$ cat src/rtl/rv32i_encoder.sv
// RV32I field-bundle to machine-word encoder with a two-entry valid/ready buffer and IMEM address tagging.
// Optional build macro ENCODER_IMM_CHECK_EN adds immediate range checking to the error flag.
module rv32i_encoder #(
    parameter int unsigned ADDR_W = 16,
    parameter logic [ADDR_W-1:0] BASE_ADDR = '0
) (
    input  logic              clk,
    input  logic              rst,
    input  logic              in_valid,
    output logic              in_ready,
    input  logic [3:0]        in_class,
    input  logic [2:0]        in_funct3,
    input  logic              in_alt,
    input  logic [4:0]        in_rd,
    input  logic [4:0]        in_rs1,
    input  logic [4:0]        in_rs2,
    input  logic [31:0]       in_imm,
    output logic              out_valid,
    input  logic              out_ready,
    output logic [31:0]       out_ir,
    output logic [ADDR_W-1:0] out_addr,
    output logic              err,
    input  logic              err_clr
);

    localparam int unsigned IR_W = 32;

`ifdef ENCODER_IMM_CHECK_EN
    localparam bit IMM_CHECK = 1'b1;
`else
    localparam bit IMM_CHECK = 1'b0;
`endif

    localparam logic [3:0] CLS_OP     = 4'd0;
    localparam logic [3:0] CLS_OPIMM  = 4'd1;
    localparam logic [3:0] CLS_LOAD   = 4'd2;
    localparam logic [3:0] CLS_STORE  = 4'd3;
    localparam logic [3:0] CLS_BRANCH = 4'd4;
    localparam logic [3:0] CLS_LUI    = 4'd5;
    localparam logic [3:0] CLS_AUIPC  = 4'd6;
    localparam logic [3:0] CLS_JAL    = 4'd7;
    localparam logic [3:0] CLS_JALR   = 4'd8;

    localparam logic [6:0] OPC_OP     = 7'h33;
    localparam logic [6:0] OPC_OPIMM  = 7'h13;
    localparam logic [6:0] OPC_LOAD   = 7'h03;
    localparam logic [6:0] OPC_STORE  = 7'h23;
    localparam logic [6:0] OPC_BRANCH = 7'h63;
    localparam logic [6:0] OPC_LUI    = 7'h37;
    localparam logic [6:0] OPC_AUIPC  = 7'h17;
    localparam logic [6:0] OPC_JAL    = 7'h6F;
    localparam logic [6:0] OPC_JALR   = 7'h67;

    localparam logic [IR_W-1:0] NOP_IR = 32'h0000_0013;

    typedef struct packed {
        logic [IR_W-1:0]   ir;
        logic [ADDR_W-1:0] addr;
    } entry_t;

    typedef enum logic [1:0] {
        S_EMPTY = 2'd0,
        S_ONE   = 2'd1,
        S_FULL  = 2'd2
    } state_t;

    state_t            state, next_state;
    logic              accept, deliver;
    logic              load_head_new, load_head_skid, load_skid;
    logic [ADDR_W-1:0] wr_addr;
    logic [IR_W-1:0]   enc_ir, raw_ir;
    logic              illegal, imm_bad, enc_err;
    entry_t            new_e, skid_e;

    // True when v sign-extends cleanly from w bits.
    function automatic logic fits_signed(input logic [31:0] v, input int unsigned w);
        logic [31:0] t;
        t = 32'($signed(v) >>> (w - 1));
        return (t == 32'h0000_0000) || (t == 32'hFFFF_FFFF);
    endfunction

    // Field packing and legality for the bundle currently on the input.
    always_comb begin
        raw_ir  = NOP_IR;
        illegal = 1'b0;
        imm_bad = 1'b0;
        case (in_class)
            CLS_OP: begin
                raw_ir = {1'b0, in_alt, 5'b0, in_rs2, in_rs1, in_funct3, in_rd, OPC_OP};
                if (in_alt && (in_funct3 != 3'b000) && (in_funct3 != 3'b101)) illegal = 1'b1;
            end
            CLS_OPIMM: begin
                if ((in_funct3 == 3'b001) || (in_funct3 == 3'b101)) begin
                    raw_ir  = {1'b0, in_alt, 5'b0, in_imm[4:0], in_rs1, in_funct3, in_rd, OPC_OPIMM};
                    illegal = in_alt && (in_funct3 == 3'b001);
                    imm_bad = |in_imm[31:5];
                end else begin
                    raw_ir  = {in_imm[11:0], in_rs1, in_funct3, in_rd, OPC_OPIMM};
                    imm_bad = !fits_signed(in_imm, 12);
                end
            end
            CLS_LOAD: begin
                raw_ir  = {in_imm[11:0], in_rs1, in_funct3, in_rd, OPC_LOAD};
                illegal = (in_funct3 == 3'b011) || (in_funct3 == 3'b110) || (in_funct3 == 3'b111);
                imm_bad = !fits_signed(in_imm, 12);
            end
            CLS_STORE: begin
                raw_ir  = {in_imm[11:5], in_rs2, in_rs1, in_funct3, in_imm[4:0], OPC_STORE};
                illegal = (in_funct3 > 3'b010);
                imm_bad = !fits_signed(in_imm, 12);
            end
            CLS_BRANCH: begin
                raw_ir  = {in_imm[12], in_imm[10:5], in_rs2, in_rs1, in_funct3,
                           in_imm[4:1], in_imm[11], OPC_BRANCH};
                illegal = (in_funct3 == 3'b010) || (in_funct3 == 3'b011);
                imm_bad = !fits_signed(in_imm, 13) || in_imm[0];
            end
            CLS_LUI: begin
                raw_ir  = {in_imm[31:12], in_rd, OPC_LUI};
                imm_bad = |in_imm[11:0];
            end
            CLS_AUIPC: begin
                raw_ir  = {in_imm[31:12], in_rd, OPC_AUIPC};
                imm_bad = |in_imm[11:0];
            end
            CLS_JAL: begin
                raw_ir  = {in_imm[20], in_imm[10:1], in_imm[11], in_imm[19:12], in_rd, OPC_JAL};
                imm_bad = !fits_signed(in_imm, 21) || in_imm[0];
            end
            CLS_JALR: begin
                raw_ir  = {in_imm[11:0], in_rs1, in_funct3, in_rd, OPC_JALR};
                illegal = (in_funct3 != 3'b000);
                imm_bad = !fits_signed(in_imm, 12);
            end
            default: illegal = 1'b1;
        endcase
    end

    assign enc_ir  = illegal ? NOP_IR : raw_ir;
    assign enc_err = illegal || (IMM_CHECK && imm_bad);
    assign new_e   = '{ir: enc_ir, addr: wr_addr};

    assign accept  = in_valid && in_ready;
    assign deliver = out_valid && out_ready;

    // Occupancy state register.
    always_ff @(posedge clk) begin
        if (rst) state <= S_EMPTY;
        else     state <= next_state;
    end

    // Next occupancy and head/skid load steering.
    always_comb begin
        next_state     = state;
        load_head_new  = 1'b0;
        load_head_skid = 1'b0;
        load_skid      = 1'b0;
        case (state)
            S_EMPTY: begin
                if (accept) begin
                    load_head_new = 1'b1;
                    next_state    = S_ONE;
                end
            end
            S_ONE: begin
                if (accept && deliver) begin
                    load_head_new = 1'b1;
                end else if (accept) begin
                    load_skid  = 1'b1;
                    next_state = S_FULL;
                end else if (deliver) begin
                    next_state = S_EMPTY;
                end
            end
            S_FULL: begin
                if (deliver) begin
                    load_head_skid = 1'b1;
                    if (accept) load_skid = 1'b1;
                    else        next_state = S_ONE;
                end
            end
            default: next_state = S_EMPTY;
        endcase
    end

    // Handshake flags registered from the next occupancy, so in_ready never sees out_ready combinationally.
    always_ff @(posedge clk) begin
        if (rst) begin
            out_valid <= 1'b0;
            in_ready  <= 1'b1;
        end else begin
            out_valid <= (next_state != S_EMPTY);
            in_ready  <= (next_state != S_FULL);
        end
    end

    // Head (visible output) and skid storage.
    always_ff @(posedge clk) begin
        if (rst) begin
            out_ir   <= '0;
            out_addr <= BASE_ADDR;
            skid_e   <= '{ir: '0, addr: BASE_ADDR};
        end else begin
            if (load_head_new) begin
                out_ir   <= new_e.ir;
                out_addr <= new_e.addr;
            end else if (load_head_skid) begin
                out_ir   <= skid_e.ir;
                out_addr <= skid_e.addr;
            end
            if (load_skid) skid_e <= new_e;
        end
    end

    // Write-address counter, one word per accepted bundle.
    always_ff @(posedge clk) begin
        if (rst)         wr_addr <= BASE_ADDR;
        else if (accept) wr_addr <= wr_addr + ADDR_W'(4);
    end

    // Sticky error; a new error wins over a same-cycle clear.
    always_ff @(posedge clk) begin
        if (rst)                     err <= 1'b0;
        else if (accept && enc_err)  err <= 1'b1;
        else if (err_clr)            err <= 1'b0;
    end

endmodule
$ cat config.mk
export PLATFORM = sky130hd
export DESIGN_NAME = rv32i_encoder
export DESIGN_NICKNAME = d
export VERILOG_FILES = /design/src/rtl/rv32i_encoder.sv
export SDC_FILE = /design/constraint.sdc
export NUM_CORES = 1
export LEC_CHECK = 0
export CORE_MARGIN = 2
export CORE_UTILIZATION = 52
export CTS_BUF_LIST = sky130_fd_sc_hd__clkbuf_16
export DETAILED_ROUTE_END_ITERATION = 8
export GPL_ROUTABILITY_DRIVEN = 0
export MAX_ROUTING_LAYER = met4
export PLACE_DENSITY = 0.81
export SLEW_MARGIN = 20
export SYNTH_ARGS = -nofsm -noshare
export SYNTH_HDL_FRONTEND = slang
export SYNTH_SLANG_ARGS = --single-unit
$ cat constraint.sdc
create_clock -name clk -period 2.25 [get_ports clk]
set_input_delay 0.45 -clock clk [delete_from_list [all_inputs] [get_ports clk]]
set_output_delay 0.45 -clock clk [all_outputs]
set_load 0.005 [all_outputs]
; ---- After elaboration in Yosys (flattened, before gate mapping)
; Index checks and enable logic that the tools add are counted.
[totals]
in_bits = 60
ff_bits = 117
wordCells = 74
output_inout_bits = 51
[op_classes]
add_sub_neg = 1
eq_ne = 18
reduce_logical = 18
n_lt_le_gt_ge = 1
mux = 27
[ops]
columns = op, n
row1 = $pmux W32 S9, 1
row2 = $mux W32, 4
row3 = $mux W16, 2
row4 = $add A16 B3 Y16 const B, 1
row5 = $eq A4 B3 Y1 const B, 4
row6 = $mux W2, 6
row7 = $mux W1, 10
row8 = $eq A3 B3 Y1 const B, 3
row9 = $eq A4 B2 Y1 const B, 2
row10 = $logic_and A1 B1 Y1, 7
row11 = $pmux W1 S7, 1
row12 = $eq A3 B2 Y1 const B, 2
row13 = $pmux W2 S3, 1
row14 = $reduce_bool A2 Y1, 3
row15 = $eq A4 B1 Y1 const B, 1
row16 = $eq A4 B4 Y1 const B, 1
row17 = $logic_not A4 Y1, 1
row18 = $logic_or A1 B1 Y1, 4
row19 = $pmux W1 S2, 2
row20 = $eq A3 B1 Y1 const B, 1
row21 = $gt A3 B2 Y1 const B, 1
row22 = $ne A3 B3 Y1 const B, 1
row23 = $reduce_bool A3 Y1, 1
row24 = $reduce_or A3 Y1, 1
row25 = other kinds (4), 4

; ---- Logic depth before layout (Yosys ltp)
; Gate-level depths: netlist of the first run.
[logic_depth]
ltp_word = 7
mapped_depth = 10
mapped_depth_nobuf = 7

; ---- Worst setup path before layout of the first run
; No wires, ideal clock.
[synth_timing]
path_type = reg2reg
from = register state[0]
to = register skid_e[41] (netlist name)
required_ps = 2121
path_buffers = 2
t_arrival_ps = 1782
slack_ps = 338
stages_incl_launch_ff = 9
setup_ps = 129
period_less_slack_ps = 1912
cell_sequence = dfxtp_1 inv_1 ha_1 and3_1 buf_2 o211a_2 nand2_1 clkbuf_1 o31ai_1
[synth_between]
elab_chain_len = 2
elab_cells_between_ends = 3
classes_between = eq/ne (2) / mux (1)
[synth_lines]
columns = item, line
row1 = from (decl), 67  ; state_t state, next_state;
row2 = from (signal assigned), 149  ; else state <= next_state;
row3 = $eq A2 B2 Y1 / $eq A2 B1 Y1 (equally long branches), 158  ; case (state)
row4 = $pmux W1 S2 *, 158
row5 = to (signal assigned), 202  ; skid_e <= '{ir: '0, addr: BASE_ADDR};
row6 = to (signal assigned), 211  ; if (load_skid) skid_e <= new_e;
row7 = to (decl), 73  ; entry_t new_e, skid_e;
; Mark *: on every way between the ends. The rest lies on a longest branch, timed or not.
; A chain may end at the register's enable or synchronous reset.

; ---- Worst setup path in the final report of the first run
[layout_timing]
from = input port in_class[1]
to = register out_ir[17]
[layout_between]
elab_chain_len = 5
elab_cells_between_ends = 14
classes_between = eq/ne (8) / mux (4) / reduce/logical (2)
[layout_lines]
columns = item, line
row1 = from (decl), 11  ; input logic [3:0] in_class,
row2 = $eq A4 B3 Y1, 87  ; case (in_class)
row3 = $reduce_or A3 Y1 (no source line), --
row4 = $pmux W1 S7, 87
row5 = $mux W32 *, 139  ; assign enc_ir = illegal ? NOP_IR : raw_ir;
row6 = $mux W32 *, 204  ; if (load_head_new) begin
row7 = to (signal assigned), 205  ; out_ir <= new_e.ir;
row8 = to (signal assigned), 208  ; out_ir <= skid_e.ir;
row9 = to (decl), 20  ; output logic [31:0] out_ir,
; Marks and branches as above.

==> results of run 1 <==
==> area by class of cell <==
cell class              count  share of cell area
clock inverters             7              0.0116
well taps                 136              0.0235
repair buffers            160               0.213
multi-input cells         518               0.417
clock buffers               9              0.0311
inverters                   5             0.00259
flip-flops and latches    109               0.301
==> cells by family after synthesis <==
group           after synthesis  share of synthesized area
other cells                   1                   0.000686
fa+ha+maj                     5                     0.0114
compound gates              184                      0.239
mux                          11                     0.0204
simple gates                301                      0.249
xor+xnor                     15                     0.0240
buf+inv                      67                     0.0563
flops                       109                      0.399
==> sequential cells by signal, indices dropped and copies added (netlist names) <==
signal     count
state          2
wr_addr       14
err            1
out_valid      1
skid_e        45
out_addr      14
out_ir        31
in_ready       1
==> worst min path at each step <==
stage	slack [ps]	cells after the start	to
final	460	2	skid_e[9]
after global routing	480	2	skid_e[47]
after CTS	460	2	skid_e[47]
after detailed placement	450	2	skid_e[33]
after global placement	440	2	skid_e[33]
after floorplan	440	2	skid_e[10]
==> worst reg2reg max path: cells and delay by family (launching register included) <==
| family | cells | cell delay, ps |
|---|---|---|
| simple gates | 1 | 160 |
| compound gates | 3 | 830 |
| flops | 1 | 330 |
| buf+inv | 2 | 370 |
| fa+ha+maj | 1 | 230 |
==> repair_timing <==
item                       4_1_cts  5_1_grt
resized for setup                1        5
setup endpoints to repair        1       26
hold endpoints to repair         0        0
==> cells in the final DEF, fill, tap and decap left out, types with 3 or more instances in the layout <==
master	n
nand2_1	132
dfxtp_1	109
clkdlybuf4s50_1	106
nor2_1	80
a21oi_1	54
buf_4	46
o31ai_1	29
nand3_1	28
a311oi_1	17
a32oi_1	12
a31oi_1	11
xor2_1	10
nand4_1	10
mux2i_1	10
or4_1	10
a21boi_0	9
clkbuf_16	9
a211oi_1	8
a32o_1	7
o21ai_0	6
buf_12	6
inv_1	5
xnor2_1	5
nor2b_1	5
a221oi_1	5
ha_1	5
nor3_1	4
and3_1	4
o211ai_1	4
a222oi_1	4
or3_1	3
nand3b_1	3
nand2b_1	3
inv_6	3
==> metal layers <==
metal | vias up | track usage
li1 | 2715 | -
met5 | - | -
met3 | 34 | 0.0454
met2 | 273 | 0.483
met4 | 0 | 0.103
met1 | 2719 | 0.337
==> stage by stage <==
| step | power (uW) | hold WS [ps] | setup WS [ps] |
|---|---|---|---|
| 6_report | 4530 | 456 | 38.4 |
| 5_1_grt | 4700 | 480 | 5.19 |
| 4_1_cts | 4540 | 459 | 49.7 |
| 3_5_place_dp | 2930 | 450 | -330 |
| 3_3_place_gp | 2900 | 441 | -241 |
| 2_1_floorplan | 2510 | 437 | 338 |
==> power groups by stage <==
stage	clock, uW	combinational (uW)	sequential, uW
2_1_floorplan	0	413	2090
3_3_place_gp	0	805	2100
3_5_place_dp	0	826	2100
4_1_cts	1650	832	2050
5_1_grt	1730	913	2060
6_report	1630	846	2050
==> impl_summary.md, run 1 <==
Pwr
The standby leakage power is between 0.002 and 0.003 uW. The switching component of the power is between 1000 and 1500 uW. Of the total power, combinational logic draws 0.187. The maximum VDD drop is roughly 0.34 mV. The internal power of the cells is approximately 3300 uW. Of the total power, the share spent switching nets is 0.272. Power spread over the standard cell area amounts to around 630 mW/mm2. The portion of total power attributed to sequential cells is 0.453.

The part of the power in the clock network is 0.360.

Critical path
The data required time at the worst endpoint is between 2000 and 2500 ps. The critical path goes through clkdlybuf4s50_1 -> or4b_1 -> nor4b_2 -> a31oi_4 -> buf_12 -> a31oi_1 -> a311oi_1. The critical path ends at out_ir[17].

The worst setup path is of the primary input to flop kind. The arrival time of data at the critical path endpoint is between 2000 and 2500 ps. For the worst flop-to-flop path, the logic depth is 7. The maximum cell stage delay along the critical path is a little under 600 ps. The start point of the critical path is in_class[1]. The largest fanout on the critical path is 13. In this run the critical register-to-register path is captured at skid_e[34]. The cell count along the critical path is 7.

The setup check on the worst reg-to-reg path leaves a slack of approximately 250 ps. The startpoint identified for the worst register-to-register timing path is state[1]. STA classifies the critical path endpoint as a flop.

In this design, the largest share of critical-path delay is due to simple AND/OR/NAND/NOR gates. The worst setup path is launched from a primary input. The buffers plus inverters on the worst setup path is 2. The slowest stage of the critical path belongs to the cell or4b_1.

GRT
The largest net degree at the start of global routing is 53. The first-pass GRT wire length is 25.4 mm. The initial antenna violation count is 0. The number of global-route vias before repair came to between 5,000 and 6,000. The final global-route overflow total is 0. The global routing usage summed across all routing layers is 0.282.

Timing
Adding up every negative setup slack in the final design gives 0 ps. The final period utilization is 0.983. Between clock sinks in the finished design, the worst skew comes to around 9.7 ps. Setup repair after global routing left no endpoint under its margin. The smallest clock period supported by the final layout is computed as 2210 ps. The final-report hold violation count came to 0. Setup violations remaining at the end of the flow were counted as 0. The max-slew violation count is 0. Based on the critical path, the design can be clocked at up to 0.452 GHz.

CTS
The clock drives approximately 110 sinks. The clock latency at the later pin of the worst-skew pair is around 340 ps. The hold buffer count at cts is 0. The root buffer selected by CTS is clkbuf_16. Post-CTS timing repair inserted 0 buffers for setup. The number of buffers created by CTS is 9. The deepest level of the CTS H-tree is 3. TritonCTS built the clock tree. The clock edge transition at the registers on the reported setup and hold paths is around 80 ps. The number of buffers on the longest clock path is 2.

Yosys
Each instance of the synthesized netlist takes up on average between 7 and 8 um2. Among all cell types in the netlist, the one instantiated most often is nand2_1. The total of warnings raised by yosys is 0. Counting every instance in the synthesized netlist gives between 600 and 700.

The proportion of synthesized flip-flops having asynchronous set or reset is 0. The number of enable flip-flop cells after synthesis is 0. The post-synthesis instance area is 0.00547 mm2.

The sequential element share of the synthesized area is 0.399. Yosys attributes the largest share of cell area to dfxtp_1 40%, nand2_1 9.1%, nor2_1 5.5%. The unique cell type count in the Yosys netlist is between 60 and 70. The largest area contributor in the netlist is dfxtp_1.

Of the post-synthesis cell area, the dominant cell type holds 0.399. By count the netlist is led by 133 x nand2_1, 109 x dfxtp_1, 80 x nor2_1, 54 x a21oi_1. The synthesis-stage register bit count is roughly 110. For this run, the leading register cell type out of synthesis is dfxtp_1.

Cells and area
The filler cell count is between 800 and 900. 0 antenna diodes ended up in the layout. The multi-input combinational cells in the finished layout cover a total of between 0.003 and 0.004 mm2. The area growth from synthesis to layout is 32.5%. The finished cells cover approximately 0.0072 mm2.

The non-filler instance count after layout is ~940. In the final layout, the share of cells above drive strength 1 is 0.105. In the final design database the tool counted 868 nets. At the end of the flow the core is filled with cells to 0.704. The area taken by flip-flops and latches is roughly 0.0022 mm2.

Die
In this run the count of I/O pins placed on the die edge is around 110. The floorplan has 37 rows. In this run the horizontal extent of the chip is roughly 110 um. The height of the chip is between 100 and 150 um. The floorplan step defined a die boundary enclosing 0.0113 mm2. The initial utilization of the core area, before any placement, comes to 0.532. The placeable core region is about 0.01 mm2.

Routing
The top routing layer in use is met4. The number of routed nets with antenna violations is 0. Summed over all layers, the routed wires come to 15.6 mm. The routed length per placed instance is 16.6 um. The first routing iteration left 540 violations.

The ratio of routed vias to standard cells is around 6.1. Summed over all nets, wire length on met3 after detailed routing comes to 1.19 mm. For this run, the detailed router's first-pass iteration total came to 5.

For this run, design rule violations remaining after detail routing come to 0. The met2 layer wire length in the routed design is about 7.8 mm. The number of vias after detailed routing is 5,741. The met1 wire length is approximately 6.3 mm.

Placement
After detailed placement, the design holds a cell count of roughly 930. The placement-stage cell area is roughly 0.0069 mm2. The estimated wirelength of the detail-placed design is 11.1 mm. The number of I/O port buffers is around 110.

Hold path
The start point of the worst hold path is skid_e[9]. The worst min-delay path category is flop to flop.

Job
Max-cap violations in this run came to 0.

Run status
The flow ran to the end, and the final reports show no timing, DRC or antenna violations.
No activity file was read; power rests on OpenSTA's default activity.
==> run 2: changes to the inputs <==
- PLACE_DENSITY: 0.81 -> 0.9
==> run 2 against run 1 <==
Non-clock buffer count rose by 3. Die area unchanged. Final cell count increased by 0.32%. Largest cell class unchanged. Clock power about the same. Hold slack better by 1.2 ps. Critical path type unchanged. Setup slack better by 98 ps. Maximum frequency rose by 4.7%. Via count grew 0.52%. Register-to-register slack lost 110 ps.
==> impl_summary.md, run 2 (synthesized netlist as in run 1, its figures left out) <==
Critical path
The cell with the largest stage delay on the worst path is o22ai_1. The signal on the critical path passes through clkdlybuf4s50_1 -> buf_4 -> buf_4 -> o22ai_1 -> a32o_1 -> a31oi_1 -> a311oi_1. The arrival time of data at the critical path endpoint is 2370 ps (-60 ps). STA classifies the critical path endpoint as a flop. The largest fanout on the critical path is 12 (-1). The cell depth of the worst flop-to-flop path was 8 (+1). The cell occurring most often along the worst timing path is buf_4.

The critical path in this run is classified as primary input to flop. The maximum cell stage delay along the critical path came to 500 ps (-90 ps). The data required time at the worst endpoint was 2510 ps (+40 ps). The element type at the critical path start is a primary input.

Die
The placeable core region was 0.0103 mm2 (unchanged). The number of placement rows came to 37 (unchanged). The number of I/O pins is 111 (unchanged). The height of the chip is 107 um (unchanged). The initial core utilization was 0.532 (unchanged). The full die area is 0.0113 mm2 (unchanged). The horizontal die dimension was 107 um (unchanged).

Timing
The time the worst path needs with I/O delays and setup is 2110 ps (-98.4 ps). The actual slew at the worst max-slew pin is around 610 ps. The maximum frequency from static timing analysis is 0.473 GHz (+4.7%). The final setup skew is 7.43 ps (-2.27 ps). The relative slew slack is 0.593.

The final setup violation count came to 0 (unchanged). The max-slew violation count came to 0 (unchanged). The final period utilization is 0.939 (-0.0437). The total negative slack is 0 ps (unchanged). The final-report hold violation count is 0 (unchanged). Setup repair after global routing left no endpoint under its margin.

Routing
The number of DRC markers in iteration 0 is 519 (-3.9%). The ratio of routed vias to standard cells is 6.09 (+0.20%). The routed length per placed instance came to 17.1 um (+3.0%). The number of routed nets with antenna violations was 0 (unchanged). The number of vias after detailed routing is 5,771 (+0.52%). The total wire length after detailed routing came to 16.2 mm (+3.3%). The count of unresolved DRC violations after routing came to 0 (unchanged). The count of TritonRoute iterations in the first routing pass is 6 (+1).

GRT
The first-pass GRT wire length is 26.1 mm (+2.6%). The largest net degree at the start of global routing is 77 (+45%). The number of global-route vias before repair is 5,528 (+1.7%). The initial antenna violation count is 0 (unchanged). The global routing usage summed across all routing layers was 0.291 (+0.00896). The final global-route overflow total is 0 (unchanged).

Placement
The number of instances in the placed design is 931 (+0.32%). The number of I/O port buffers is 108 (unchanged). The estimated wirelength of the detail-placed design came to 11.4 mm (+2.6%). The placement-stage cell area was 0.00697 mm2 (+1.1%).

Cells and area
Relative to the synthesized area, the layout overhead comes to 33.2%. The number of flip-flops under the largest register name was 45 (unchanged). Leaving out fill and tap cells, the most frequent cells in the layout are 133 x nand2_1, 109 x dfxtp_1, 107 x clkdlybuf4s50_1.

The area of all placed cells without fillers was 0.00728 mm2 (+0.59%). Ranked by flip-flop count, first place goes to skid_e. The library cell used most frequently in the layout, excluding fill and tap cells, is nand2_1.

The end-of-flow core utilization was 0.709 (+0.00414). The antenna cell count is 0 (unchanged). The layout cell share with drive strength beyond 1 is 0.105 (-0.000389). The post-layout net count is 871 (+0.35%). In the final layout, the registers with the most flip-flops are skid_e (45), out_ir (31). The non-filler instance count after layout was 947 (+0.32%).

CTS
TritonCTS built the clock tree. The clock latency at the later pin of the worst-skew pair is 350 ps (about the same). The number of buffers created by CTS was 9 (unchanged). The tree is rooted in a clkbuf_16.

The deepest level of the CTS H-tree is 3 (unchanged). The number of cells upsized or downsized after cts is 0 (-1). The clock edge transition at the registers on the reported setup and hold paths came to 70 ps (about the same). The post-CTS setup buffer count is 0 (unchanged).

The hold buffer count at cts came to 0 (unchanged). The number of buffers on the longest clock path was 2 (unchanged). The count of clock tree sinks is 109 (unchanged).

Hold path
The number of cells traversed by the worst hold path is 2 (unchanged). The path class of the tightest hold or removal check is flop to flop.

Pwr
The maximum VDD drop came to 0.392 mV (+17%). The standby leakage power is 0.00257 uW (+0.22%). The ratio of total power to cell area is 626 mW/mm2 (about the same).

The power consumption is 4560 uW (+0.52%).

Run status
The run finished with clean final reports.

Job
The number of maximum-capacitance constraint violations was 0 (unchanged).
run 2: final timing paths:
kind / slack [ps] / startpoint / endpoint
worst max register to register: 140 / state[0] / skid_e[40]
worst max-delay path: 140 / in_class[1] / out_ir[18]
worst min-delay path: 460 / skid_e[32] / skid_e[32]
worst min register to register: 460 / skid_e[32] / skid_e[32]
run 2: metrics by stage:
| step | setup WS [ps] | hold slack (ps) |
|---|---|---|
| 3_3_place_gp | -127 | 441 |
| 6_report | 137 | 458 |
| 2_1_floorplan | 338 | 437 |
| 5_1_grt | 5.96 | 479 |
| 3_5_place_dp | -210 | 447 |
| 4_1_cts | 149 | 457 |
run 2: power breakdown:
| group | switching [uW] | leakage (uW) | internal, uW |
|---|---|---|---|
| registers | 59.7 | 0.000884 | 2000 |
| logic | 434 | 0.00154 | 432 |
| clock network | 747 | 0.000148 | 884 |
| total | 1240 | 0.00257 | 3320 |
run 2: per-layer routing:
layer	up-vias	global-route usage	part of all wire
li1	2730	-	-
met1	2696	0.351	0.40
met2	307	0.484	0.50
met3	38	0.0490	0.080
met4	0	0.123	0.022
met5	-	-	0
run 2: final cells by class:
cell class              instances  area (um2)
well taps                     136         170
flip-flops and latches        109        2180
repair buffers                163        1610
multi-input cells             518        2990
inverters                       5        18.8
fillers                       737        3000
clock inverters                 7        81.3
clock buffers                   9         225
run 2: critical path, delay by kind of cell:
kind            cells  cell delay, ps
compound gates      4            1150
buf+inv             3             760
